--- src/rtl/spi_init_detector.sv ---
// spi_init_detector
//   Watches an SPI bus for the card-initialisation sequence: a run of
//   INIT_CYCLES dummy clocks (all chip selects high, MOSI high) followed by
//   the selection of exactly one channel. With CMD_CHECK=1, the first 48-bit
//   frame on that channel must also be CMD0 (0x400000000095).
//
// Ports
//   CLK           in   SPI clock, the only clock (rising edge)
//   reset         in   synchronous active-high reset
//   MOSI          in   master-out data, sampled on CLK rising edge
//   CS            in   [N_CS-1:0] active-low chip selects
//   IsInitialized out  [N_CS-1:0] sticky per-channel init-done flags
//   InitError     out  one-cycle pulse on a protocol violation
//   DummyCount    out  [9:0] dummy-clock count, saturating at INIT_CYCLES
module spi_init_detector #(
    parameter int INIT_CYCLES = 74,
    parameter int N_CS        = 1,
    parameter int CMD_CHECK   = 0
) (
    input  logic            CLK,
    input  logic            reset,
    input  logic            MOSI,
    input  logic [N_CS-1:0] CS,
    output logic [N_CS-1:0] IsInitialized,
    output logic            InitError,
    output logic [9:0]      DummyCount
);

    localparam int          CHW    = (N_CS > 1) ? $clog2(N_CS) : 1;
    localparam logic [9:0]  INIT_V = 10'(INIT_CYCLES);
    localparam logic [47:0] CMD0   = 48'h4000_0000_0095;

    typedef enum logic [1:0] {
        IDLE,
        ARMED,
        CMD
    } state_t;

    state_t          state_q, state_d;
    logic [9:0]      dummy_q, dummy_d;
    logic [N_CS-1:0] init_q, init_d;
    logic            err_q, err_d;
    logic [47:0]     frame_q, frame_d;
    logic [5:0]      bitcnt_q, bitcnt_d;
    logic [CHW-1:0]  chan_q, chan_d;

    logic [N_CS-1:0] cs_low;
    logic [N_CS-1:0] sel;
    logic [3:0]      n_low;
    logic [CHW-1:0]  idx;
    logic [47:0]     frame_sh;

    always_ff @(posedge CLK) begin
        if (reset) begin
            state_q  <= IDLE;
            dummy_q  <= '0;
            init_q   <= '0;
            err_q    <= 1'b0;
            frame_q  <= '0;
            bitcnt_q <= '0;
            chan_q   <= '0;
        end else begin
            state_q  <= state_d;
            dummy_q  <= dummy_d;
            init_q   <= init_d;
            err_q    <= err_d;
            frame_q  <= frame_d;
            bitcnt_q <= bitcnt_d;
            chan_q   <= chan_d;
        end
    end

    always_comb begin
        cs_low = ~CS;
        n_low  = '0;
        idx    = '0;
        for (int unsigned i = 0; i < N_CS; i++) begin
            if (cs_low[i]) begin
                n_low = n_low + 4'd1;
                idx   = CHW'(i);
            end
        end
        sel      = N_CS'(1) << chan_q;
        frame_sh = {frame_q[46:0], MOSI};

        state_d  = state_q;
        dummy_d  = dummy_q;
        init_d   = init_q;
        err_d    = 1'b0;
        frame_d  = frame_q;
        bitcnt_d = bitcnt_q;
        chan_d   = chan_q;

        case (state_q)
            IDLE: begin
                if (n_low == 4'd0 && MOSI) begin
                    dummy_d = dummy_q + 10'd1;
                    if (dummy_q + 10'd1 == INIT_V) begin
                        state_d = ARMED;
                    end
                end else begin
                    dummy_d = '0;
                end
            end
            ARMED: begin
                if (n_low == 4'd0) begin
                    if (!MOSI) begin
                        state_d = IDLE;
                        dummy_d = '0;
                    end
                end else if (n_low == 4'd1) begin
                    if (CMD_CHECK == 0) begin
                        init_d  = init_q | cs_low;
                        state_d = IDLE;
                        dummy_d = '0;
                    end else begin
                        chan_d   = idx;
                        frame_d  = {47'd0, MOSI};
                        bitcnt_d = 6'd1;
                        state_d  = CMD;
                    end
                end else begin
                    err_d   = 1'b1;
                    state_d = IDLE;
                    dummy_d = '0;
                end
            end
            CMD: begin
                // Any deviation from "only the latched channel low" aborts,
                // which covers both release of the channel and extra selects.
                if (cs_low != sel) begin
                    err_d    = 1'b1;
                    state_d  = IDLE;
                    dummy_d  = '0;
                    frame_d  = '0;
                    bitcnt_d = '0;
                end else if (bitcnt_q == 6'd47) begin
                    if (frame_sh == CMD0) begin
                        init_d = init_q | sel;
                    end else begin
                        err_d = 1'b1;
                    end
                    state_d  = IDLE;
                    dummy_d  = '0;
                    frame_d  = '0;
                    bitcnt_d = '0;
                end else begin
                    frame_d  = frame_sh;
                    bitcnt_d = bitcnt_q + 6'd1;
                end
            end
            default: begin
                state_d = IDLE;
                dummy_d = '0;
            end
        endcase
    end

    assign IsInitialized = init_q;
    assign InitError     = err_q;
    assign DummyCount    = dummy_q;

endmodule

--- config.mk ---
export PLATFORM = sky130hd
export DESIGN_NAME = spi_init_detector
export DESIGN_NICKNAME = d
export VERILOG_FILES = /design/src/rtl/spi_init_detector.sv
export SDC_FILE = /design/constraint.sdc
export NUM_CORES = 1
export LEC_CHECK = 0
export CAP_MARGIN = 20
export CORE_MARGIN = 2
export CORE_UTILIZATION = 36
export DETAILED_ROUTE_END_ITERATION = 16
export GPL_TIMING_DRIVEN = 0
export PLACE_DENSITY = 0.67
export RECOVER_POWER = 25
export SYNTH_ARGS = -nofsm -noshare
export SYNTH_HDL_FRONTEND = slang
export SYNTH_SLANG_ARGS = --single-unit
--- constraint.sdc ---
create_clock -name CLK -period 1.6 [get_ports CLK]
set_clock_uncertainty 0.1 [all_clocks]
set_input_delay 0.48 -clock CLK [delete_from_list [all_inputs] [get_ports CLK]]
set_output_delay 0.48 -clock CLK [all_outputs]
set_load 0.02 [all_outputs]
* Word-level counts from Yosys, hierarchy flattened
Index checks and enable logic that the tools add are counted.
** Word-level totals
- Bits in registers :: 67
- Bits of input ports :: 4
- Output and inout port bits :: 12
- Logic and storage cells :: 62
** Operators by class
- Add/subtract/negate cells :: 2
- Eq/ne operators :: 15
- Multiplexer cells :: 30
- Bitwise gates (word level) :: 2
- Reductions and logical operators :: 7
** Operators by type and width (count)
- $mux W47 :: 2
- $mux W10 :: 5
- $eq A48 B47 Y1 const B :: 1
- $pmux W10 S3 :: 1
- $ne A2 B2 Y1 const B :: 7
- $mux W2 :: 6
- $mux W6 :: 2
- $mux W1 :: 11
- $add A10 B1 Y10 const B :: 1
- $eq A10 B7 Y1 const B :: 1
- $add A6 B1 Y6 const B :: 1
- $eq A6 B6 Y1 const B :: 1
- $ne A3 B3 Y1 const B :: 2
- $pmux W2 S3 :: 1
- $reduce_and A6 Y1 :: 1
- $eq A4 B1 Y1 const B :: 1
- $logic_not A4 Y1 :: 1
- $pmux W1 S2 :: 2
- $reduce_and A4 Y1 :: 1
- $eq A2 B1 Y1 const B :: 1
- $eq A2 B2 Y1 const B :: 1
- $logic_not A2 Y1 :: 1
- $reduce_and A2 Y1 :: 1
- $reduce_bool A2 Y1 :: 1
- other kinds (3) :: 3

* Logic depth before layout (Yosys ltp)
Gate-level depths: netlist of the first run.
- Word-level depth :: 5
- Gate-level depth with buffers :: 5
- Gate-level depth less buffers :: 5

* Worst setup path after synthesis of the first run
Ideal clock, no wire load.
- Path type :: reg2reg
- Start :: register dummy_q[0] (netlist: DummyCount[0])
- End :: register state_q[0]
- Library setup time :: 0.124 ns
- Arrival :: 1.413 ns
- Data required time :: 1.376 ns
- Setup slack :: -0.038 ns
- Cell stages (with the launch flop) :: 6
- Buffers on the path :: 0
- Clock period less this slack :: 1.638 ns
- Path through :: dfxtp_1 -> ha_1 -> nand3_1 -> or3_1 -> o311ai_1 -> o31ai_2
** On the way
- Word-level cells in the longest chain between the ends :: 4
** Ends and longest elaborated chain
- start, declared :: line 40 : logic [9:0] dummy_q, dummy_d;
- start signal, assigned :: line 64 : dummy_q <= dummy_d;
- $add A10 B1 Y10 :: line 98 : if (dummy_q + 10'd1 == INIT_V) begin
- $eq A10 B7 Y1 :: line 98
- $ne A2 B2 Y1 (no line)
- $reduce_and A4 Y1 (no line)
- end signal, assigned :: line 63 : state_q <= state_d;
- end, declared :: line 39 : state_t state_q, state_d;
Every way passes these cells.
A chain may end at the register's enable or synchronous reset.

* Final worst setup path of the first run
- Start :: register dummy_q[5] (netlist: DummyCount[5])
- End :: output DummyCount[5]
** RTL lines
- end, declared :: line 26 : output logic [9:0] DummyCount
No word-level cell between the ends.

==> impl_results.md, run 1 <==
- Syn avg cell area: 8.46 sq um
- Tot GR Track Use: 0.135
- DRT Pass-1 Iters: 4
- Slowest CP cell: dfxtp_2
- Layout cells sized above 1: 0.314
- Reported leakage power: 0.335 nW
- CTS resizes: 29
- Sequential fraction of the synthesis area: 0.334
- Clock power share: 0.424
- R2R setup slack: 0.14 ns
- R2R cell count: 5
- Dpl hpwl: 1040 um
- Dpl cells: 126
- Starting Density: 0.374
- Fin area: 936 sq um
- Final number of setup-violating endpoints: 0
- Number of DRC markers in iteration 0: 11
- Final Cycle Share: 0.969
- Delay-heaviest family, CP: flip-flops
- Endpoint class of the critical path: output pin
- Die height: 48.7 um
- Worst R2R End: state_q[0]$_SDFFE_PP0P_
- Final hold viol count: 0
- Diodes inserted: 0
- DR vias/cell: 4.90
- CP arrival: 0.97 ns
- Clock Sinks: 12
- Total grt overflow: 0
- Yosys cell types: 33
- First-pass GRT wire length: 2570 um
- Post-CTS setup buffers: 0
- DR WL/cell: 11.0 um
- Place WS: -0.278 ns
- Vias: 632
- Startpoint Class: flop
- Initial antenna violation count: 0
- Synthesized area: 719 sq um
- Die width: 48.7 um
- Unrepaired setup endpoints after global routing: false
- I/O pins: 16
- Final WS setup: 0.0488 ns
- Synth warnings: 0
- CP Capture Point: DummyCount[5]
- Area Growth Syn to Fin: 30.1%
- CTS tree: built
- Syn nets: 91
- Max_cap viols: 0
- Worst skew pair latency: 0.27 ns
- Class of the worst hold path: flop to flop
- Max VDD drop: 0.000396 V
- Critical Path Stages: 1
- Status: complete, no violations
- DRC Markers: 0
- Clock transition at the registers of the reported paths: 0.08 ns
- Max Fclk: 645 MHz
- WL final: 1420 um
- Crit path launch: DummyCount[5]$_SDFFE_PP0P_
- Vias in the first global route: 584
- Final Instance Count excl. Fillers: 129
- Cell Chain, Critical Path: clkdlybuf4s15_2
- Port-buffer cells: 14
- WHS: 0.395 ns
- RR Startpoint: DummyCount[1]$_SDFFE_PP0P_
- Slew Viols, Final: 0
- # rows: 16
- Synth Register Bits: 12
- NetSw: 0.000116 W
- Crit path largest cell delay: 0.41 ns
- Largest net degree at the start of global routing: 11
- CP max FO: 6
- Routability congestion estimate from global placement: 0.731
- Int Pwr: 0.000448 W
- Area of the core: 0.00192 sq mm
- Inserted Clock Buffers: 3
- Flop pwr share: 0.532
- DIE AREA: 0.00237 sq mm
- Clk buf depth: 2
- Combinational share of power: 0.044
- Synth Instances: 85
- Critical path type: flop to output pin
- CTS Hold Bufs: 0
- Filler cells: 207
- Final min period: 1.55 ns
- WP data required: 1.02 ns
- Buffers & Inverters on Critical Path: 1
- Sw frac: 0.206
- Clock tree root buffer cell: clkbuf_4
- # H-tree levels: 1
- PwrDens: 603 mW/mm^2
- Final ANT Viol Nets: 0
- Area after DPL: 896 sq um
- Final Util: 0.487
- Layout Nets: 109
[cells in the final DEF, fill, tap and decap left out, types with 2 or more instances in the layout]
| cell type | instances |
|---|---|
| clkbuf_2 | 3 |
| xor2_1 | 4 |
| dfxtp_2 | 5 |
| nand2_1 | 7 |
| a21oi_1 | 3 |
| nor4_2 | 4 |
| nor3_1 | 4 |
| clkbuf_4 | 3 |
| inv_1 | 3 |
| xnor2_1 | 5 |
| or3_1 | 2 |
| nand3_1 | 2 |
| buf_2 | 2 |
| o21ai_0 | 2 |
| dfxtp_1 | 5 |
| dfxtp_4 | 2 |
| clkdlybuf4s15_2 | 5 |
| nand4_1 | 2 |
| nor2_1 | 13 |
| clkdlybuf4s50_1 | 2 |
| dlygate4sd2_1 | 3 |
[power groups by stage]
stage / Clock, W / Combinational [W] / Sequential (W)
after floorplan: 0 / 0.0000122 / 0.000311
after global placement: 0 / 0.0000263 / 0.000310
after detailed placement: 0 / 0.0000265 / 0.000310
after CTS: 0.000252 / 0.0000262 / 0.000303
after global routing: 0.000267 / 0.0000280 / 0.000301
final: 0.000239 / 0.0000247 / 0.000300
[cells by family (layout without fill, tap and decap cells)]
kind of cell	Yosys count	count (layout)	synth area share
compound gates	10	10	0.0991
xor+xnor	9	9	0.110
fa+ha+maj	2	2	0.0348
buf+inv	8	25	0.0504
flops	12	12	0.334
other cells	1	1	0.00521
simple gates	43	43	0.367
[cells in the mapped netlist]
| cell | count | area share |
|---|---|---|
| nand3_4 | 1 | 0.024 |
| xnor2_1 | 5 | 0.061 |
| buf_2 | 2 | 0.014 |
| or3_1 | 2 | 0.017 |
| o21a_1 | 1 | 0.010 |
| buf_4 | 1 | 0.010 |
| and3b_1 | 1 | 0.012 |
| or2_2 | 1 | 0.0087 |
| nor4_2 | 3 | 0.052 |
| a21oi_1 | 3 | 0.021 |
| nand2b_1 | 1 | 0.0087 |
| nor3b_1 | 1 | 0.010 |
| nor3_1 | 4 | 0.028 |
| dfxtp_1 | 12 | 0.33 |
| ha_1 | 2 | 0.035 |
| nand3_1 | 2 | 0.014 |
| o211ai_1 | 1 | 0.010 |
| xor2_1 | 4 | 0.049 |
| o211a_1 | 1 | 0.014 |
| nor4b_1 | 1 | 0.012 |
| nor2b_1 | 1 | 0.0087 |
| o21ai_0 | 2 | 0.014 |
| clkbuf_1 | 2 | 0.010 |
| nand2_1 | 7 | 0.037 |
| o31ai_2 | 1 | 0.017 |
| and3_2 | 1 | 0.010 |
| nor2_1 | 13 | 0.068 |
| inv_1 | 3 | 0.016 |
| nand4_4 | 1 | 0.030 |
| nand4_1 | 2 | 0.017 |
| conb_1 | 1 | 0.0052 |
| nor4_1 | 1 | 0.0087 |
| o311ai_1 | 1 | 0.012 |
[how the worst min path moves through the flow]
stage / cells after the start / endpoint / from
5_1_grt: 2 / IsInitialized$_SDFFE_PP0P_ / IsInitialized$_SDFFE_PP0P_
4_1_cts: 2 / IsInitialized$_SDFFE_PP0P_ / IsInitialized$_SDFFE_PP0P_
2_1_floorplan: 1 / IsInitialized$_SDFFE_PP0P_ / reset
3_3_place_gp: 2 / IsInitialized$_SDFFE_PP0P_ / IsInitialized$_SDFFE_PP0P_
6_report: 2 / IsInitialized$_SDFFE_PP0P_ / IsInitialized$_SDFFE_PP0P_
3_5_place_dp: 2 / IsInitialized$_SDFFE_PP0P_ / IsInitialized$_SDFFE_PP0P_
[worst min-delay path: cells and delay by family (launching register included)]
family,cells,cell delay (ns)
flops,1,0.34
compound gates,1,0.04
simple gates,1,0.08
[registers in the layout (all words and copies together), names as in the netlist]
signal         cells
DummyCount        10
IsInitialized      1
state_q            1
[routing by layer]
metal / track usage / routed length (um) / vias up
met4: 0.0143 / 0 / 0
li1: - / - / 327
met2: 0.224 / 656 / 16
met1: 0.173 / 686 / 289
met5: 0 / 0 / -
met3: 0.0494 / 78 / 0
[stage by stage]
stage / setup TNS (ns) / power [W]
finish: 0 / 0.000564
global route: 0 / 0.000596
CTS: 0 / 0.000581
detailed placement: -3.14 / 0.000336
global placement: -3.05 / 0.000336
floorplan: 0 / 0.000323
[cell type report]
type / instances / area (sq um) / area share
Buffer: 4 / 21.3 / 0.0227
Multi-Input combinational cell: 65 / 452 / 0.483
Inverter: 3 / 11.3 / 0.0120
Timing Repair Buffer: 14 / 128 / 0.136
Tap cell: 27 / 33.8 / 0.0361
Sequential cell: 12 / 254 / 0.271
Clock buffer: 4 / 36.3 / 0.0388
Power figures use the tool's default switching activity.
==> run 2, diff against run 1 <==
--- a/config.mk
+++ b/config.mk
@@ -12,6 +12,7 @@
 export GPL_TIMING_DRIVEN = 0
 export PLACE_DENSITY = 0.67
 export RECOVER_POWER = 25
+export SLEW_MARGIN = 20
 export SYNTH_ARGS = -nofsm -noshare
 export SYNTH_HDL_FRONTEND = slang
 export SYNTH_SLANG_ARGS = --single-unit
==> results of run 2 <==
Same layout as run 1: the final DEF is identical, and so are final timing and power.
==> patch 1 (flow settings as in run 2) <==
The parameter `N_CS` goes from 1 to 2. Comments in the files are not updated.
--- a/src/rtl/spi_init_detector.sv
+++ b/src/rtl/spi_init_detector.sv
@@ -16,3 +16,3 @@
     parameter int INIT_CYCLES = 74,
-    parameter int N_CS        = 1,
+    parameter int N_CS        = 2,
     parameter int CMD_CHECK   = 0
Ports: changed (resized CS and IsInitialized); port bits go from 16 to 18. No check against the original RTL was run, so the function may have changed too.
==> patch 1 against run 2 <==
- non-clock buffer count is 1 higher
- via count fell by 8.5%
- hold slack lost 0.029 ns
- cell area shrank 2.1%
- area after synthesis is 4.9% lower
- sequential cell count up 2
- final cell count shrank 6.2%
- wire length shrank 12%
- worst setup slack better by 0.026 ns
- global-route usage is 1.4 points lower
- total power grew 0.45%
- first-iteration DRC count fell by 45%
- critical endpoint is now DummyCount[7]
==> patch 1: results (changes against run 2) <==
| Metric | Value |
|---|---|
| Ant. Diodes | `0 (unchanged)` |
| Clock-pin slew on the worst setup and hold paths | `0.08 ns (about the same)` |
| Max FFs per register | `10 (unchanged)` |
| # fillers | `188 (-9.2%)` |
| Max incr delay on CP | `0.40 ns` |
| CTS Buf Count | `3 (unchanged)` |
| Post CTS Setup Buffer Count | `0 (unchanged)` |
| Maximum VDD drop | `0.550 mV (+39%)` |
| Largest net degree at the start of global routing | `11 (unchanged)` |
| Clk root buf | `clkbuf_4` |
| Global-route usage over all layers | `0.121 (-0.0136)` |
| Worst-path cell with the longest stage delay | `dfxtp_2` |
| Synth cell types | `26 (-21%)` |
| Via density | `4.78 (-2.5%)` |
| Commonest cells in the netlist | `nor2_1, dfxtp_1, xor2_1, nand2_1` |
| Main synth FF type | `dfxtp_1` |
| Total Wirelength | `1260 um (-12%)` |
| Placed Instance Area | `886 um2 (-1.1%)` |
| Syn_nets | `84 (-7.7%)` |
| Lkg Pwr | `0.000345 uW (+3.0%)` |
| Seq/Total Area, Yosys | `0.410 (+0.0756)` |
| Antenna violations before repair | `0 (unchanged)` |
| HP Class | `reg -> reg` |
| Drt pass-1 iters | `4 (unchanged)` |
| H-tree levels | `1 (unchanged)` |
| GP Congestion | `0.767 (+4.9%)` |
| Critical path's top delay family | `flip-flops` |
| CP max FO | `7 (+1)` |
| Nets@finish | `106 (-2.8%)` |
| WL met2 | `602 um (-8.2%)` |
| Actual slew at the worst max-slew pin | `0.233 ns` |
| Post-DP HPWL | `969 um (-7.3%)` |
| CP Launch Point | `DummyCount[7]` |
| Reg2reg start | `DummyCount[0]` |
| Post-Route M1 WL | `578 um (-16%)` |
| Top Layer Used | `met3` |
| Vias in the first global route | `461 (-21%)` |
| Yosys warns | `0 (unchanged)` |
| Share of layout cells above drive strength 1 | `0.302 (-0.0116)` |
| Met3 wire length | `77 um (-1.3%)` |
| Async SR Flop Fraction | `0 (unchanged)` |
| IO buf count | `17 (+3)` |
| Hold Path Origin | `IsInitialized[1]` |
| Largest cells by area after synthesis | `dfxtp_1, nor2_1, xor2_1, ha_1, xnor2_1` |
| DRT iter0 DRCs | `6 (-5)` |
| Status | `completed` |
| Worst-Skew Late Latency | `0.27 ns (about the same)` |
| CTS max path bufs | `2 (unchanged)` |
| First-pass GRT wire length | `1980 um (-23%)` |
==> patch 1: logic make-up after synthesis <==
family / Yosys count / synth area share
flops: 14 / 0.410
simple gates: 40 / 0.309
compound gates: 5 / 0.0457
mux: 1 / 0.0146
xor+xnor: 10 / 0.128
fa+ha+maj: 3 / 0.0549
buf+inv: 3 / 0.0384
==> patch 1: through the flow <==
step           setup WS [ns]  setup TNS [ns]  instances  hold WS [ns]  utilization
5_1_grt               0.0133               0        121         0.391        0.519
3_3_place_gp          -0.116           -1.27        118         0.354        0.502
6_report              0.0748               0        121         0.366        0.519
3_5_place_dp          -0.140           -1.67        118         0.365        0.502
4_1_cts              0.00381               0        121         0.374        0.521
2_1_floorplan         0.0986               0         76         0.452            -
==> patch 1: final timing paths <==
kind / end / slack, ns / cells past startpoint
worst max-delay path: DummyCount[7] / 0.07 / 1
worst min-delay path: IsInitialized[1] / 0.37 / 2
worst max register to register: state_q[0] / 0.10 / 6
worst min register to register: IsInitialized[1] / 0.37 / 2
==> patch 1: area by class of cell <==
class,instances,share of cell area
Multi-Input combinational cell,59,0.413
Sequential cell,14,0.318
Timing Repair Buffer,17,0.189
Tap cell,25,0.0342
Clock buffer,3,0.0246
Buffer,2,0.0178
Inverter,1,0.00410
==> patch 1: power breakdown <==
part / internal [uW] / total, uW / switching [uW]
logic: 13.9 / 23.9 / 9.95
clock network: 87.0 / 193 / 106
registers: 349 / 350 / 1.23
total: 450 / 567 / 117
==> patch 1: repair_timing <==
item,in CTS,in global routing
hold buffers,0,0
gates resized for setup,34,8
endpoints found under the setup margin,13,9
==> patch 1: metal layers <==
layer / global-route usage / vias to the layer above
li1: - / 298
met1: 0.152 / 265
met2: 0.203 / 15
met3: 0.0604 / 0
met4: 0 / 0
met5: 0 / -
==> patch 2 (config.mk and constraints of run 2) <==
Without the edit above. Re-encode `state_t` (3 states) as one-hot, 3 bits wide.
--- a/src/rtl/spi_init_detector.sv
+++ b/src/rtl/spi_init_detector.sv
@@ -32,6 +32,6 @@
 
-    typedef enum logic [1:0] {
-        IDLE,
-        ARMED,
-        CMD
+    typedef enum logic [2:0] {
+        IDLE  = 3'b001,
+        ARMED = 3'b010,
+        CMD   = 3'b100
     } state_t;
Function: same outputs for any inputs over 10 cycles, from zero or initial values and one cycle with reset high; not proved beyond that.
==> patch 2 against run 2 <==
- combinational power rose by 74%
- area after synthesis rose by 3.1%
- via count rose by 27%
- sequential cell count rose by 1
- worst setup slack got worse by 0.019 ns
- cell area rose by 16%
- critical path type unchanged
- critical path depth did not move
- sequential share of layout area fell by 1.1 points
- wire length rose by 36%
- total power rose by 1.2%
- highest routed layer unchanged
==> patch 2: results (changes against run 2) <==
| Metric | Value |
|---|---|
| Status | `completed` |
| HP Class | `reg -> reg` |
| Synth cell types | `32 (-3.0%)` |
| Largest net degree at the start of global routing | `11 (unchanged)` |
| H-tree levels | `1 (unchanged)` |
| Share of layout cells above drive strength 1 | `0.373 (+0.0592)` |
| Reg2reg start | `DummyCount[3]` |
| Vias in the first global route | `797 (+36%)` |
| Post-synthesis compound-gate area fraction | `0.199 (+0.0999)` |
| Nets@finish | `125 (+15%)` |
| GP Congestion | `0.787 (+7.7%)` |
| Global-route usage over all layers | `0.175 (+0.0402)` |
| Setup slack, reg-to-reg | `0.05 ns (-0.09 ns)` |
| FF-to-FF End | `state_q[0]` |
| CTS Buf Count | `3 (unchanged)` |
| Worst-path cell with the longest stage delay | `dfxtp_4` |
| Drt pass-1 iters | `4 (unchanged)` |
| Post-synthesis mux area share | `0.0135 (+0.0135)` |
| Critical path's top delay family | `flip-flops` |
| Yosys warns | `0 (unchanged)` |
| Synth Area in Adders | `0.0337 (-0.00106)` |
| Via density | `5.53 (+13%)` |
| Place WS | `-0.626 ns (-0.349 ns)` |
| CP max FO | `8 (+2)` |
| Commonest cells in the netlist | `dfxtp_1, nor2_1, a21oi_1, o21ai_0, nand3_1` |
| Largest cells by area after synthesis | `dfxtp_1, a21oi_1, nor2_1, o21ai_0, nor3b_1` |
| Post-DP HPWL | `1190 um (+14%)` |
| First-pass GRT wire length | `3370 um (+31%)` |
| Seq/Total Area, Yosys | `0.351 (+0.0168)` |
| Antenna violations before repair | `0 (unchanged)` |
| Maximum VDD drop | `0.454 mV (+15%)` |
| DRT iter0 DRCs | `18 (+7)` |
| Syn_nets | `99 (+8.8%)` |
| Total Wirelength | `1940 um (+36%)` |
| # fillers | `206 (-0.48%)` |
| Xor and xnor fraction of the mapped netlist area | `0.0236 (-0.0860)` |
| Lkg Pwr | `0.000386 uW (+15%)` |
| Hold Path Origin | `IsInitialized` |
| IO buf count | `14 (unchanged)` |
patch 2: cell count changes in the layout (fill, tap and decap cells not counted), moves of 4 or more:
cell and delta:
a21oi_1 +7, buf_4 +9, nand2_1 -5, o21ai_0 +6, xnor2_1 -4
patch 2: kinds of logic (layout without fill, tap and decap cells):
group | count (synthesis) | count (layout)
other | 1 | 1
AND/OR/NAND/NOR | 42 | 42
adder cells (fa/ha/maj) | 2 | 2
AO/OA/AOI/OAI | 26 | 26
multiplexers | 1 | 1
buffers and inverters | 6 | 31
flip-flops | 13 | 13
XOR/XNOR | 2 | 2
patch 2: how the worst max path moves through the flow:
stage,cells after the start,to,startpoint,slack (ns)
2_1_floorplan,6,state_q[0],DummyCount[0],-0.004
3_3_place_gp,5,state_q[0],CS,-0.65
3_5_place_dp,6,DummyCount[8],CS,-0.63
4_1_cts,1,DummyCount[0],DummyCount[0],0.006
5_1_grt,6,state_q[0],DummyCount[0],-0.03
6_report,1,DummyCount[2],DummyCount[2],0.03
patch 2: power by group:
part           internal (uW)  switching [uW]
combinational           17.3            25.8
clock                   96.7             109
sequential               319            3.42
total                    433             138
patch 2: tightest hold or removal path, cell delays in order, from the launching register on:
cell and delay, ns:
dfxtp_1 0.33, nor2_1 0.05, nor2_1 0.08
patch 2: routing by layer:
| layer | vias up | track usage | wire, um |
|---|---|---|---|
| met5 | - | 0 | 0 |
| li1 | 398 | - | - |
| met3 | 0 | 0.0552 | 115 |
| met4 | 0 | 0.0556 | 0 |
| met2 | 25 | 0.288 | 924 |
| met1 | 379 | 0.217 | 897 |
patch 2: timing repair:
action | 4_1_cts | 5_1_grt
setup endpoints to repair | 23 | 11
cloned | 0 | 0
hold buffers | 0 | 0
resized for setup | 40 | 18
pin swaps | 1 | 6
buffers inserted | 2 | 5
patch 2: through the flow:
| stage | hold slack [ns] | power (uW) | std cells | instance area [um2] | setup TNS (ns) |
|---|---|---|---|---|---|
| global placement | 0.351 | 374 | 134 | 926 | -7.04 |
| finish | 0.393 | 571 | 145 | 1090 | 0 |
| global route | 0.424 | 597 | 145 | 1090 | -0.0567 |
| detailed placement | 0.395 | 374 | 134 | 926 | -7.22 |
| CTS | 0.408 | 586 | 140 | 1010 | 0 |
| floorplan | 0.434 | 356 | 93 | 752 | -0.00366 |
patch 2: layout make-up:
type,count,area share
multi-input cells,74,0.484
well taps,27,0.0311
clock buffers,4,0.0242
repair buffers,21,0.166
flip-flops and latches,13,0.260
plain buffers,5,0.0311
inverters,1,0.00345
